--- config.mk ---
export PLATFORM = sky130hd
export DESIGN_NAME = time_set_ctrl
export DESIGN_NICKNAME = d
export VERILOG_FILES = /design/src/rtl/time_set_ctrl_pkg.sv /design/src/rtl/time_set_ctrl_hour_fmt.sv /design/src/rtl/time_set_ctrl.sv
export SDC_FILE = /design/constraint.sdc
export NUM_CORES = 1
export LEC_CHECK = 0
export ABC_CLOCK_PERIOD_IN_PS = 1900
export CAP_MARGIN = 20
export CELL_PAD_IN_SITES_DETAIL_PLACEMENT = 1
export CELL_PAD_IN_SITES_GLOBAL_PLACEMENT = 1
export CORE_MARGIN = 1
export CORE_UTILIZATION = 37
export CTS_CLUSTER_SIZE = 10
export DETAILED_ROUTE_END_ITERATION = 10
export PLACE_DENSITY = 0.79
export SLEW_MARGIN = 20
export SYNTH_ARGS = -nofsm -noshare
export SYNTH_HDL_FRONTEND = slang
export SYNTH_HIERARCHICAL = 1
export SYNTH_SLANG_ARGS = --single-unit
export TNS_END_PERCENT = 50
--- constraint.sdc ---
create_clock -name clk_100hz -period 1.9 [get_ports clk_100hz]
set_clock_uncertainty 0.15 [all_clocks]
set_input_delay 0.19 -clock clk_100hz [delete_from_list [all_inputs] [get_ports clk_100hz]]
set_output_delay 0.19 -clock clk_100hz [all_outputs]
set_load 0.005 [all_outputs]
--- src/rtl/time_set_ctrl_pkg.sv ---
// Shared definitions for the time-of-day controller, the hour formatter and the
// hour-system toggle FSM.
package time_set_ctrl_pkg;

  typedef enum logic [1:0] {
    RUN      = 2'b00,
    SET_HOUR = 2'b01,
    SET_MIN  = 2'b10
  } set_state_e;

  localparam logic twelve_hr_system      = 1'b0;
  localparam logic twenty_four_hr_system = 1'b1;

  localparam logic [5:0] HOUR_MAX = 6'd23;
  localparam logic [5:0] MIN_MAX  = 6'd59;
  localparam logic [5:0] SEC_MAX  = 6'd59;

  // Increment that wraps to zero after max.
  function automatic logic [5:0] wrap_inc(input logic [5:0] val, input logic [5:0] max);
    return (val == max) ? 6'd0 : val + 6'd1;
  endfunction

endpackage

--- src/rtl/time_set_ctrl_hour_fmt.sv ---
// Combinational 24-hour to display-hour conversion; shared with the alarm block.
module hour_fmt
  import time_set_ctrl_pkg::*;
(
  input  logic [4:0] hour,
  input  logic       hr_sys,
  output logic [4:0] disp_hour,
  output logic       pm
);

  always_comb begin
    pm = (hour >= 5'd12);
    if (hr_sys == twenty_four_hr_system) begin
      disp_hour = hour;
    end else if (hour == 5'd0) begin
      disp_hour = 5'd12;
    end else if (hour > 5'd12) begin
      disp_hour = hour - 5'd12;
    end else begin
      disp_hour = hour;
    end
  end

endmodule

--- src/rtl/time_set_ctrl.sv ---
// Time-of-day counter with a RUN / SET_HOUR / SET_MIN set mode driven by
// debounced one-cycle button pulses, plus a blink flag for the field being set.
module time_set_ctrl
  import time_set_ctrl_pkg::*;
#(
  parameter int unsigned TICKS_PER_SEC = 100,
  parameter int unsigned BLINK_HALF    = 25
) (
  input  logic       clk_100hz,
  input  logic       rst,
  input  logic       mode_press,
  input  logic       inc_press,
  input  logic       hr_sys,
  output logic [1:0] set_state,
  output logic [4:0] hour,
  output logic [5:0] minute,
  output logic [5:0] second,
  output logic [4:0] disp_hour,
  output logic       pm,
  output logic       blink
);

  localparam int unsigned PRESC_W = $clog2(TICKS_PER_SEC + 1);
  localparam int unsigned BLINK_W = $clog2(BLINK_HALF + 1);

  set_state_e         state_q, state_d;
  logic [PRESC_W-1:0] presc_q, presc_d;
  logic [BLINK_W-1:0] blink_cnt_q, blink_cnt_d;
  logic [4:0]         hour_q, hour_d;
  logic [5:0]         minute_q, minute_d;
  logic [5:0]         second_q, second_d;
  logic               blink_q, blink_d;
  logic               tick;

  assign tick = (state_q == RUN) && (presc_q == PRESC_W'(TICKS_PER_SEC - 1));

  always_comb begin
    // NOTE: every signal gets a hold default first so no path can infer a latch.
    state_d     = state_q;
    presc_d     = presc_q;
    blink_cnt_d = blink_cnt_q;
    hour_d      = hour_q;
    minute_d    = minute_q;
    second_d    = second_q;
    blink_d     = blink_q;

    unique case (state_q)
      RUN: begin
        if (mode_press) begin
          state_d  = SET_HOUR;
          second_d = 6'd0;
          presc_d  = '0;
        end else if (tick) begin
          presc_d  = '0;
          second_d = wrap_inc(second_q, SEC_MAX);
          if (second_q == SEC_MAX) begin
            minute_d = wrap_inc(minute_q, MIN_MAX);
            if (minute_q == MIN_MAX) begin
              hour_d = 5'(wrap_inc({1'b0, hour_q}, HOUR_MAX));
            end
          end
        end else begin
          presc_d = presc_q + PRESC_W'(1);
        end
      end
      SET_HOUR: begin
        if (mode_press) begin
          state_d = SET_MIN;
        end else if (inc_press) begin
          hour_d = 5'(wrap_inc({1'b0, hour_q}, HOUR_MAX));
        end
      end
      SET_MIN: begin
        if (mode_press) begin
          state_d = RUN;
          presc_d = '0;
        end else if (inc_press) begin
          minute_d = wrap_inc(minute_q, MIN_MAX);
        end
      end
      default: state_d = RUN;
    endcase

    // Blink follows the next state so entry and exit edges already show it lit.
    if (state_d == RUN || state_d != state_q) begin
      blink_d     = 1'b1;
      blink_cnt_d = '0;
    end else if (blink_cnt_q == BLINK_W'(BLINK_HALF - 1)) begin
      blink_d     = ~blink_q;
      blink_cnt_d = '0;
    end else begin
      blink_cnt_d = blink_cnt_q + BLINK_W'(1);
    end
  end

  // NOTE: state registers use non-blocking assignments so all flops update together.
  always_ff @(posedge clk_100hz or negedge rst) begin
    if (!rst) begin
      state_q     <= RUN;
      presc_q     <= '0;
      blink_cnt_q <= '0;
      hour_q      <= 5'd0;
      minute_q    <= 6'd0;
      second_q    <= 6'd0;
      blink_q     <= 1'b1;
    end else begin
      state_q     <= state_d;
      presc_q     <= presc_d;
      blink_cnt_q <= blink_cnt_d;
      hour_q      <= hour_d;
      minute_q    <= minute_d;
      second_q    <= second_d;
      blink_q     <= blink_d;
    end
  end

  assign set_state = state_q;
  assign hour      = hour_q;
  assign minute    = minute_q;
  assign second    = second_q;
  assign blink     = blink_q;

  hour_fmt u_hour_fmt (
    .hour      (hour_q),
    .hr_sys    (hr_sys),
    .disp_hour (disp_hour),
    .pm        (pm)
  );

endmodule

Word-level counts from Yosys, hierarchy flattened
Index checks and enable logic that the tools add are counted.
W data, S select, Z words.
{"block": "word_totals", "ram_bits": 0, "romBits": 0, "inputBits": 5, "output_inout_bits": 26, "ff_bits": 32, "latchBits": 0, "n_memories": 0}
{"block": "op_classes", "order_cmp": 2, "mux": 33, "reduce_logical": 13, "mul": 0, "addsub": 6, "n_eq_ne": 17, "shift": 0, "div": 0, "bitwise": 1}
{"op": "$mux W5", "n": 12}
{"op": "$mux W6", "n": 9}
{"op": "$mux W7", "n": 3}
{"op": "$ne A2 B2 Y1 const B", "n": 7}
{"op": "$pmux W7 S2", "n": 1}
{"op": "$add A6 B1 Y6 const B", "n": 2}
{"op": "$eq A6 B6 Y1 const B", "n": 2}
{"op": "$pmux W6 S2", "n": 1}
{"op": "$add A5 B1 Y5 const B", "n": 2}
{"op": "$eq A5 B5 Y1 const B", "n": 2}
{"op": "$pmux W5 S2", "n": 1}
{"op": "$reduce_bool A2 Y1", "n": 4}
{"op": "$add A7 B1 Y7 const B", "n": 1}
{"op": "$eq A7 B7 Y1 const B", "n": 1}
{"op": "$reduce_and A7 Y1", "n": 1}
{"op": "$mux W2", "n": 3}
{"op": "$pmux W2 S3", "n": 1}
{"op": "$reduce_and A6 Y1", "n": 1}
{"op": "$ge A5 B4 Y1 const B", "n": 1}
{"op": "$gt A5 B4 Y1 const B", "n": 1}
{"op": "$logic_not A5 Y1", "n": 1}
{"op": "$sub A5 B4 Y5 const B", "n": 1}
{"op": "$logic_not A2 Y1", "n": 2}
{"op": "$ne A2 B1 Y1 const B", "n": 2}
{"op": "other kinds (8)", "n": 10}

Logic depth before layout (Yosys ltp)
{"block": "logic_depth", "word_depth": 7, "depth_mapped": 7, "ltp_nobuf": 6}

Modules after synthesis
Netlist, hierarchy kept.
{"module": "time_set_ctrl", "cells_each": 176, "instances": 1, "seq_area_each_um2": 802.0, "area_each_um2": 1770.4}
{"module": "hour_fmt", "cells_each": 20, "instances": 1, "seq_area_each_um2": 0.0, "area_each_um2": 142.6}

Worst setup path after synthesis
Ideal clock, no wire load.
{"block": "synth_timing", "path_type": "register -> register", "start": "register presc_q[3]", "end": "register hour_q[0], in the netlist hour[0]", "setup_slack_ps": -53, "n_path_buf": 0, "stages_incl_launch_ff": 6, "synth_period_minus_slack_ps": 1953, "t_arrival_ps": 1676, "path_cell_list": "dfrtp_1 > or4b_4 > nor2_4 > a31oi_4 > nor2b_2 > mux2_1"}
{"block": "synth_between", "elab_chain_len": 4}
{"item": "start: declaration", "line": "time_set_ctrl.sv:27", "text": "logic [PRESC_W-1:0] presc_q, presc_d;"}
{"item": "start signal: assignment", "line": "time_set_ctrl.sv:108", "text": "presc_q <= presc_d;"}
{"item": "$eq A7 B7 Y1", "line": "time_set_ctrl.sv:35", "text": "assign tick = (state_q == RUN) && (presc_q == PRESC_W'(TICKS_PER_SEC - 1));"}
{"item": "$logic_and A1 B1 Y1", "line": "time_set_ctrl.sv:35"}
{"item": "$ne A2 B2 Y1 (no source line)"}
{"item": "$reduce_and A7 Y1 (no source line)"}
{"item": "end signal: assignment", "line": "time_set_ctrl.sv:110", "text": "hour_q <= hour_d;"}
{"item": "end: declaration", "line": "time_set_ctrl.sv:29", "text": "logic [4:0] hour_q, hour_d;"}
No other way between the ends.
A chain may end at the register's enable or synchronous reset.

Worst setup path after layout
{"block": "layout_timing", "start": "register hour_q[2], in the netlist hour[2]", "end": "output port disp_hour[3]"}
{"block": "layout_between", "elab_chain_len": 4}
{"item": "$sub A5 B4 Y5 or $gt A5 B4 Y1 (tied branches)", "line": "time_set_ctrl_hour_fmt.sv:18, time_set_ctrl_hour_fmt.sv:17"}
{"item": "$mux W5", "line": "time_set_ctrl_hour_fmt.sv:17", "text": "end else if (hour > 5'd12) begin"}
{"item": "$mux W5 *", "line": "time_set_ctrl_hour_fmt.sv:15", "text": "end else if (hour == 5'd0) begin"}
{"item": "$mux W5 *", "line": "time_set_ctrl_hour_fmt.sv:13", "text": "if (hr_sys == twenty_four_hr_system) begin"}
{"item": "end: declaration", "line": "time_set_ctrl.sv:18", "text": "output logic [4:0] disp_hour,"}
Every way passes the cells marked *; elsewhere a longest branch is shown, timed or not.

==> reports/metrics.yaml <==
yosysTopAreaCellShare_pct: 40.5
setup_violations: 13
start_kind: "flop"
num_vias: 1858
placeableCoreArea_um2: 4850
utilization_pct: 59.8
drt_wl_total_um: 5800
tritoncts: "built"
post_drt_wl_per_cell_um: 16.7
hold_violations: 0
async_reset_ff_share_pct: 100
drive_above_1_share_pct: 36.4
maxCapViolations: 0
syn_nets: 209
power_density_nw_per_um2: 1380
seq_area_frac_synth_pct: 41.9
antenna_found_initial: 0
pre_cts_slack_ns: -0.325
timing_worst_setup_path_type: "flop to primary output"
clk_pin_slew_worst_paths_ns: 0.07
cp_num_buf_inv: 2
nNetsFinal: 292
syn_to_final_growth_pct: 51.5
ys_seq_elements: 32
via_per_inst: 5.35
io_buffers: 30
worst_pin_slew_ns: 0.464
peakVddDrop_uv: 551
violations: "setup timing"
routabilityCongestion: 0.811
avgSynthCellArea_um2: 9.76
h-tree-depth: 2
grt_pass1_vias: 1931
drtAntennaViolNets: 0
hold_class: "primary input to asynchronous set/reset pin"
cp.arrival_ns: 1.75
diodes: 0
die_h_um: 73.9
netlist_instances: 196
fillerInstances: 550
required_ns: 1.56
die_area_um2: 5460
die_w_um: 73.9
tns_ns: -1.17
crit_family: "compound AO/OA/AOI/OAI gates"
yosys-top-cells-area: "dfrtp_1 (41%), o21ai_0 (6.3%), ha_1 (5.2%), nand2_1 (4.1%), xor2_1 (2.7%)"
worst_path_largest_cell_delay_ns: 0.41
crit_chain: "inv_2, ha_4, or2_0, a211o_1, o221a_1, buf_2"
yosysTopAreaCell: "dfrtp_1"
endpoint_kind: "primary output"
crit_fanout: 4
fin_crit_sh_pct: 110
max_slew_margin_pct: 68.8
min_period_ns: 2.09
yosysUniqueCellTypes: 53
synth_warnings: 6
num_rows: 25
postLayoutSetupSlackWorst_ns: -0.192
dr.pass1.iters: 4
p_total_mw: 4.00
slowest_stage: "dfrtp_1"
synthFlopType: "dfrtp_1"
status: "finished with violations"
drc: 0
cts_hold_buf: 0
cts_made_buffers: 5
grt_usage_pct: 21.9
initial_core_util_pct: 39.5
clockBufferDepth: 2
ios: 31
grt_pass1_wl_um: 8970
clk_latency_ns: 0.29
final_max_slew_viol_count: 0
fmax_mhz: 478
grt_max_degree: 33
detail_route.iter0.violations: 79
dp_hpwl_um: 3880
netlist_area_um2: 1910
rsz0062_at_grt: "true"
root_buffer: "clkbuf_8"
overflow: 0
cts.sinks: 32
p_leak_nw: 1.27
synth_edf_count: 0
-- repair_timing --
action | CTS | global route
cloned | 1 | 0
setup buffers | 3 | 6
pin swaps | 12 | 16
setup endpoints to repair | 19 | 23
hold endpoints to repair | 0 | 0
resized for setup | 35 | 30
-- cell usage in the layout, fill, tap and decap left out, types with 2 or more instances in the layout --
| cell | n |
|---|---|
| buf_4 | 48 |
| dfrtp_1 | 31 |
| clkdlybuf4s50_1 | 26 |
| nand2_1 | 21 |
| nor2_1 | 12 |
| o21ai_1 | 12 |
| o21ai_0 | 8 |
| inv_1 | 7 |
| nand3_1 | 6 |
| xor2_1 | 6 |
| and3_1 | 5 |
| clkbuf_8 | 5 |
| o41ai_2 | 4 |
| o21ai_2 | 4 |
| a21oi_1 | 4 |
| ha_1 | 4 |
| buf_2 | 4 |
| buf_6 | 4 |
| xnor2_1 | 3 |
| mux2_4 | 3 |
| ha_2 | 3 |
| nand2b_1 | 2 |
| nand4b_1 | 2 |
| and2_1 | 2 |
| nor2b_4 | 2 |
| a31oi_1 | 2 |
| nor3_1 | 2 |
| a21o_1 | 2 |
| nor4b_2 | 2 |
| and3b_1 | 2 |
| a22oi_1 | 2 |
-- Yosys cell counts (2+ instances only) --
master,instances
a21oi_1,5
o21ai_0,24
nand4b_1,2
and3b_1,2
a21o_1,2
mux2_1,2
nor2_1,13
xor2_1,6
o31ai_1,2
xnor2_1,3
and3_1,5
nor2b_1,2
a31oi_1,2
mux2_2,2
nor3_1,3
buf_2,2
nand2b_1,2
nand3_1,7
or2_2,2
clkbuf_1,4
nor4b_1,3
o41ai_2,2
inv_1,8
nand2_1,21
a22oi_1,2
o41ai_1,2
and2_1,2
dfrtp_1,31
a211o_1,2
ha_1,8
-- layer usage --
layer  track usage (%)  vias to the layer above  routed length [um]
li1                  -                      882                   -
met1              26.1                      926                2410
met2              39.7                       38                3130
met3              4.12                       12                 154
met4              6.41                        0                 105
met5                 0                        -                   0
-- logic make-up (layout without fill, tap and decap cells) --
family | count (synthesis) | count (layout) | share of synthesized area (%)
muxes | 5 | 5 | 2.88
DFF | 32 | 32 | 41.9
buffers and inverters | 15 | 98 | 3.47
adders and majority gates | 8 | 8 | 5.23
AOI/OAI and AO/OA | 52 | 53 | 19.8
and+or+nand+nor | 75 | 75 | 22.6
xor gates and xnor gates | 9 | 9 | 4.12
-- final cells by class --
class | instances | area, um^2 | area share [%]
sequential | 32 | 802 | 27.7
clock inverter | 2 | 35.0 | 1.21
tap | 67 | 83.8 | 2.89
multi-input combinational | 150 | 1190 | 41.0
inverter | 8 | 30.0 | 1.04
timing repair buffer | 82 | 686 | 23.7
clock buffer | 6 | 72.6 | 2.50
-- metrics by stage --
| stage | hold WS, ns | std cells | area [um^2] |
|---|---|---|---|
| after floorplan | -0.256 | 196 | 1910 |
| after global placement | 0.325 | 330 | 2590 |
| after detailed placement | 0.336 | 330 | 2590 |
| after CTS | 0.156 | 342 | 2770 |
| after global routing | 0.181 | 347 | 2900 |
| final | 0.149 | 347 | 2900 |
-- path summary, 6_finish.rpt --
path,from,end,slack (ns),cells past startpoint
min reg2reg,blink_cnt_q[0],blink_cnt_q[0],0.34,1
max reg2reg,presc_q[3],hour[0],-0.15,5
max in group asynchronous,rst,blink,1.12,2
min in group clk_100hz,blink_cnt_q[0],blink_cnt_q[0],0.34,1
max,hour[2],disp_hour[3],-0.19,6
min,rst,blink_cnt_q[3],0.15,2
-- power by group --
group	switching [mW]	leakage, nW	total (mW)	internal [mW]
clock	0.262	0.0552	0.651	0.389
sequential	0.187	0.414	1.07	0.879
combinational	1.04	0.802	2.29	1.24
total	1.49	1.27	4.00	2.51
-- registers in the layout, indices dropped and copies added, names as in the netlist --
signal / cells
blink: 1
second: 6
blink_cnt_q: 5
hour: 5
set_state: 2
presc_q: 7
minute: 6
(Power assumes the default switching activity.)
